==> config.mk <==
export PLATFORM = sky130hd
export DESIGN_NAME = divider
export DESIGN_NICKNAME = d
export VERILOG_FILES = /design/src/rtl/divider.sv
export SDC_FILE = /design/constraint.sdc
export NUM_CORES = 1
export LEC_CHECK = 0
export CORE_ASPECT_RATIO = 1.1
export CORE_UTILIZATION = 52
export CTS_CLUSTER_DIAMETER = 30
export CTS_CLUSTER_SIZE = 14
export DETAILED_ROUTE_END_ITERATION = 8
export PLACE_DENSITY_LB_ADDON = 0.12
export REMOVE_ABC_BUFFERS = 1
export SLEW_MARGIN = 20
export SYNTH_ARGS = -nofsm -noshare
export SYNTH_HDL_FRONTEND = slang
export SYNTH_SLANG_ARGS = --single-unit
==> constraint.sdc <==
create_clock -name clk_i -period 3.95 [get_ports clk_i]
set_clock_uncertainty 0.2 [all_clocks]
set_input_delay 0.79 -clock clk_i [delete_from_list [all_inputs] [get_ports clk_i]]
set_output_delay 0.79 -clock clk_i [all_outputs]
set_load 0.02 [all_outputs]
==> src/rtl/divider.sv <==
// Iterative 64-bit restoring divider for RV64M DIV/DIVU/REM/REMU, one quotient bit per clock.
// Optional feature: define DIVIDER_EARLY_OUT_EN to skip the loop when the divisor is zero or exceeds the dividend.
module divider (
  input  logic        clk_i,
  input  logic        reset_i,
  input  logic        start_i,
  input  logic        signed_i,
  input  logic [63:0] dividend_i,
  input  logic [63:0] divisor_i,
  output logic        busy_o,
  output logic        valid_o,
  output logic [63:0] quotient_o,
  output logic [63:0] remainder_o,
  output logic        divzero_o
);

  typedef enum logic [1:0] {
    IDLE,
    RUN,
    FIX,
    DONE
  } state_t;

  state_t state;
  state_t state_next;

  logic [63:0] rem;
  logic [63:0] quo;
  logic [63:0] b_mag;
  logic [63:0] a_raw;
  logic        neg_q;
  logic        neg_r;
  logic        dz;
  logic [5:0]  counter;

  logic [63:0] a_mag_in;
  logic [63:0] b_mag_in;
  logic [64:0] rem_shift;
  logic [64:0] rem_sub;
  logic        rem_ge;
  logic        early_out;

  assign a_mag_in  = (signed_i && dividend_i[63]) ? (64'd0 - dividend_i) : dividend_i;
  assign b_mag_in  = (signed_i && divisor_i[63])  ? (64'd0 - divisor_i)  : divisor_i;

  // The partial remainder needs 65 bits after the shift; it always fits back in 64 after the subtract.
  assign rem_shift = {rem, quo[63]};
  assign rem_ge    = (rem_shift >= {1'b0, b_mag});
  assign rem_sub   = rem_shift - {1'b0, b_mag};

  // Early exit is decided on the first RUN cycle from registered magnitudes (quo still holds |a| there).
`ifdef DIVIDER_EARLY_OUT_EN
  assign early_out = (state == RUN) && (counter == 6'd63) && (dz || (quo < b_mag));
`else
  assign early_out = 1'b0;
`endif

  assign busy_o = (state == RUN) || (state == FIX);

  always_ff @(posedge clk_i) begin
    if (reset_i) begin
      state <= IDLE;
    end else begin
      state <= state_next;
    end
  end

  always_comb begin
    state_next = state;
    case (state)
      IDLE: begin
        if (start_i) begin
          state_next = RUN;
        end
      end
      RUN: begin
        if (early_out || (counter == 6'd0)) begin
          state_next = FIX;
        end
      end
      FIX:     state_next = DONE;
      DONE:    state_next = IDLE;
      default: state_next = IDLE;
    endcase
  end

  always_ff @(posedge clk_i) begin
    if (reset_i) begin
      rem         <= 64'd0;
      quo         <= 64'd0;
      b_mag       <= 64'd0;
      a_raw       <= 64'd0;
      neg_q       <= 1'b0;
      neg_r       <= 1'b0;
      dz          <= 1'b0;
      counter     <= 6'd0;
      valid_o     <= 1'b0;
      quotient_o  <= 64'd0;
      remainder_o <= 64'd0;
      divzero_o   <= 1'b0;
    end else begin
      case (state)
        IDLE: begin
          if (start_i) begin
            a_raw   <= dividend_i;
            b_mag   <= b_mag_in;
            quo     <= a_mag_in;
            rem     <= 64'd0;
            neg_q   <= signed_i & (dividend_i[63] ^ divisor_i[63]);
            neg_r   <= signed_i & dividend_i[63];
            dz      <= (divisor_i == 64'd0);
            counter <= 6'd63;
          end
        end
        RUN: begin
          if (early_out) begin
            rem <= quo;
            quo <= 64'd0;
          end else begin
            rem     <= rem_ge ? rem_sub[63:0] : rem_shift[63:0];
            quo     <= {quo[62:0], rem_ge};
            counter <= counter - 6'd1;
          end
        end
        FIX: begin
          // A zero divisor overrides the sign fix-up: all-ones quotient, dividend as remainder.
          quotient_o  <= dz ? 64'hFFFF_FFFF_FFFF_FFFF : (neg_q ? (64'd0 - quo) : quo);
          remainder_o <= dz ? a_raw : (neg_r ? (64'd0 - rem) : rem);
          divzero_o   <= dz;
          valid_o     <= 1'b1;
        end
        DONE: begin
          valid_o <= 1'b0;
        end
        default: begin
          valid_o <= 1'b0;
        end
      endcase
    end
  end

endmodule
==> results by group <==
Status
  • Outcome: complete, no violations

Power
  • Worst vdd ir: 0.5239 mV
  • PnR Total Power: 0.02055 W
  • Pwr Density: 643.8 mW/mm2
  • Pleak: 12.54 nW

Global route
  • Tot GR Track Use: 32.27%
  • First-pass GRT wire length: 125,300 um
  • Number of global-route vias before repair: 23,870
  • Initial antenna violation count: 0
  • Total gr overflow: 0
  • Pin count of the biggest net entering global routing: 163

Routing
  • Met2 wire len: 37,410 um
  • M1 WL: 34,110 um
  • WL final: 79,030 um
  • Post-route DRC: 0
  • Wirelength per Cell: 18.38 um
  • Met3 wire length: 4405 um
  • Vias/cell: 5.800
  • Drt pass-1 iters: 6
  • Initial drt markers: 1,804
  • Final ANT Viol Nets: 0
  • Routed vias: 24,950
  • Top Layer Used: met4

Placed design
  • Post-DP Area: 0.02865 mm2
  • IO Port Bufs: 262
  • GPL Wtd Cong: 0.9130
  • HPWL after detailed placement: 58,780 um
  • Placed cells: 4,132

Clock tree
  • TritonCTS Buffers: 89
  • CTS tree: done
  • CTS H-tree lvls: 3
  • CTS clock-pin slew for the worst setup and hold paths: 0.05 ns
  • Cts hold-fix bufs: 0
  • Deepest clock path buffer count: 3
  • Clk Latency, worst-skew pair: 0.62 ns
  • Root Driver: clkbuf_16
  • CTS sink cnt: 397

Critical path
  • Crit path max-delay family: compound AO/OA/AOI/OAI gates
  • R2R Path End: rem[60]
  • CP max stage cell: a2111o_1
  • Critical Path AT: 4.06 ns
  • Critical Path Max Stage Delay: 0.51 ns
  • CP required: 4.24 ns
  • Critical Path Source Type: flop
  • Critical-path cell list: inv_1, ha_1, inv_1, fa_1, a21o_1, a221oi_2, o31ai_2, a2111o_1, a221oi_2, buf_4, o31a_1, o21ai_0, a31oi_1, xor2_1, o21ai_0
  • Setup CP Type: flop to flop
  • FF-to-FF setup slack: 0.18 ns
  • CP Buf/Inv Count: 3
  • FF-to-FF Start: quo[63]
  • Critical Path Fanout Max: 4
  • CP endpoint kind: flop
  • Reg2Reg Depth: 15

Final layout
  • N_diodes: 0
  • Area growth syn-to-layout: 30.71%
  • Most frequent cells in the layout: nand2_1 (513), dfxtp_1 (394), nor2_1 (367)
  • Final instance area: 0.03192 mm2
  • Commonest non-fill, non-tap cell in the layout: nand2_1
  • Layout cells sized above 1: 11.15%
  • Multi-input logic area: 0.01535 mm2
  • # nets final: 3,844
  • Core Util, Final: 69.44%
  • Layout fillers: 3,861
  • Final cell count without fillers: 4,301
  • Register area: 0.007954 mm2

Floorplan
  • Die Height: 229.3 um
  • Row cnt: 82
  • Die footprint: 0.04783 mm2
  • I/O Pins: 263
  • Core area: 0.04596 mm2
  • Die width: 208.6 um
  • Initial core utilization: 53.12%

Run
  • Max-cap violations: 0

Hold path
  • Hold path start: b_mag[58]
  • Min-Delay Path Class: flop to flop
  • Hold Path End: b_mag[58]
  • Hold Path Stages: 2

Synthesis
  • Register area share after synthesis: 32.55%
  • Netlist Area Pre-Place: 0.02442 mm2
  • Synth Warn #: 0
  • Avg Inst Size Synth: 7.401 um2
  • Seq cells post-synth: 397
  • Post-Syn Instances: 3,299
  • Post-synth EDFFs: 0
  • Netlist cell types: 67
  • Ys async rst share: 0%
  • Ys flop type: dfxtp_1

STA
  • Worst-Margin Slew: 0.9253 ns
  • Worst Hold Slack: 0.2519 ns
  • Count of final hold-check violations: 0
  • Max_slew headroom: 38.08%
  • RSZ-0062 raised after global routing: true
  • Highest Clock Rate: 265.4 MHz
  • Post-route clock period utilization: 95.40%
  • Max-slew violations: 0
  • Setup violations, final: 0
  • Fin crit period: 3.768 ns
## timing repair
item	in CTS	in global routing
endpoints found under the setup margin	0	32
resized for setup	0	9
setup buffers	0	1
## registers in the layout (all words and copies together) (netlist names)
signal / flops
b_mag: 64
quotient_o: 64
quo: 64
a_raw: 64
rem: 64
counter: 6
dz: 1
remainder_o: 64
divzero_o: 1
state: 2
neg_q: 1
neg_r: 1
valid_o: 1
## synth_stat cells (8+ instances only)
| master | n | area share [%] |
|---|---|---|
| a211oi_1 | 86 | 2.6 |
| a21o_1 | 33 | 1.0 |
| a21oi_1 | 286 | 5.9 |
| a221oi_1 | 10 | 0.36 |
| a22o_1 | 8 | 0.29 |
| a311oi_1 | 13 | 0.47 |
| a31oi_1 | 17 | 0.44 |
| a32oi_1 | 13 | 0.47 |
| and2_1 | 18 | 0.46 |
| and3_1 | 8 | 0.20 |
| buf_1 | 19 | 0.29 |
| clkbuf_1 | 195 | 3.0 |
| dfxtp_1 | 397 | 33 |
| ha_1 | 74 | 3.8 |
| inv_1 | 103 | 1.6 |
| mux2i_1 | 64 | 2.6 |
| nand2_1 | 514 | 7.9 |
| nand2b_1 | 32 | 0.82 |
| nand3_1 | 33 | 0.68 |
| nand4_1 | 25 | 0.64 |
| nor2_1 | 368 | 5.7 |
| nor2b_1 | 11 | 0.28 |
| nor3_1 | 45 | 0.92 |
| nor4_1 | 19 | 0.49 |
| o211ai_1 | 30 | 0.92 |
| o21ai_0 | 263 | 5.4 |
| o21bai_1 | 13 | 0.40 |
| o22ai_1 | 54 | 1.4 |
| o31ai_1 | 58 | 1.8 |
| o41ai_1 | 25 | 0.90 |
| or2_2 | 16 | 0.41 |
| or3_1 | 46 | 1.2 |
| or4_1 | 32 | 0.98 |
| xnor2_1 | 152 | 5.5 |
| xor2_1 | 143 | 5.1 |
## how the worst max path moves through the flow
stage / startpoint / end / slack (ns) / depth (start not counted)
5_1_grt: quo[63] / rem[60] / -0.04 / 15
3_5_place_dp: dividend_i[33] / quo[63] / -0.31 / 10
3_3_place_gp: dividend_i[33] / quo[63] / -0.25 / 10
2_1_floorplan: state[1] / rem[62] / -3.77 / 7
4_1_cts: quo[63] / rem[60] / 0.05 / 15
6_report: quo[63] / rem[60] / 0.18 / 15
## logic make-up after synthesis
family,count (synthesis),synth area share (%)
compound gates,951,23.78
xor+xnor,295,10.58
fa+ha+maj,75,3.874
buf+inv,324,5.022
flops,397,32.55
mux,64,2.624
simple gates,1193,21.57
## final cells by class
| class | instances | area share, % |
|---|---|---|
| Clock buffer | 111 | 7.809 |
| Timing Repair Buffer | 467 | 13.50 |
| Sequential cell | 397 | 24.92 |
| Inverter | 104 | 1.223 |
| Multi-Input combinational cell | 2578 | 48.10 |
| Tap cell | 588 | 2.305 |
| Clock inverter | 56 | 2.144 |
## where the power goes
part           switching [W]  internal, W  total [W]
Sequential          0.000745      0.00485    0.00560
Combinational        0.00437      0.00288    0.00725
Clock                0.00248      0.00521    0.00770
Total                0.00760       0.0129     0.0205
## per-layer routing
metal | up-vias | global-route usage, %
met5 | - | 0
met4 | 0 | 15.07
met3 | 165 | 3.812
met2 | 829 | 54.31
met1 | 11650 | 41.12
li1 | 12300 | -
## through the flow
step / TNS [ns] / setup WS (ns)
detailed placement: -1.244 / -0.3067
global placement: -0.7751 / -0.2518
global route: -0.04408 / -0.04408
floorplan: -583.18 / -3.773
finish: 0 / 0.1817
CTS: 0 / 0.05320
## tightest hold or removal path, delay by kind of cell (launching register included)
family             cells  cell delay [ns]
and+or+nand+nor        1             0.05
AOI/OAI and AO/OA      1             0.05
DFF                    1             0.30
(Power assumes the default switching activity.)
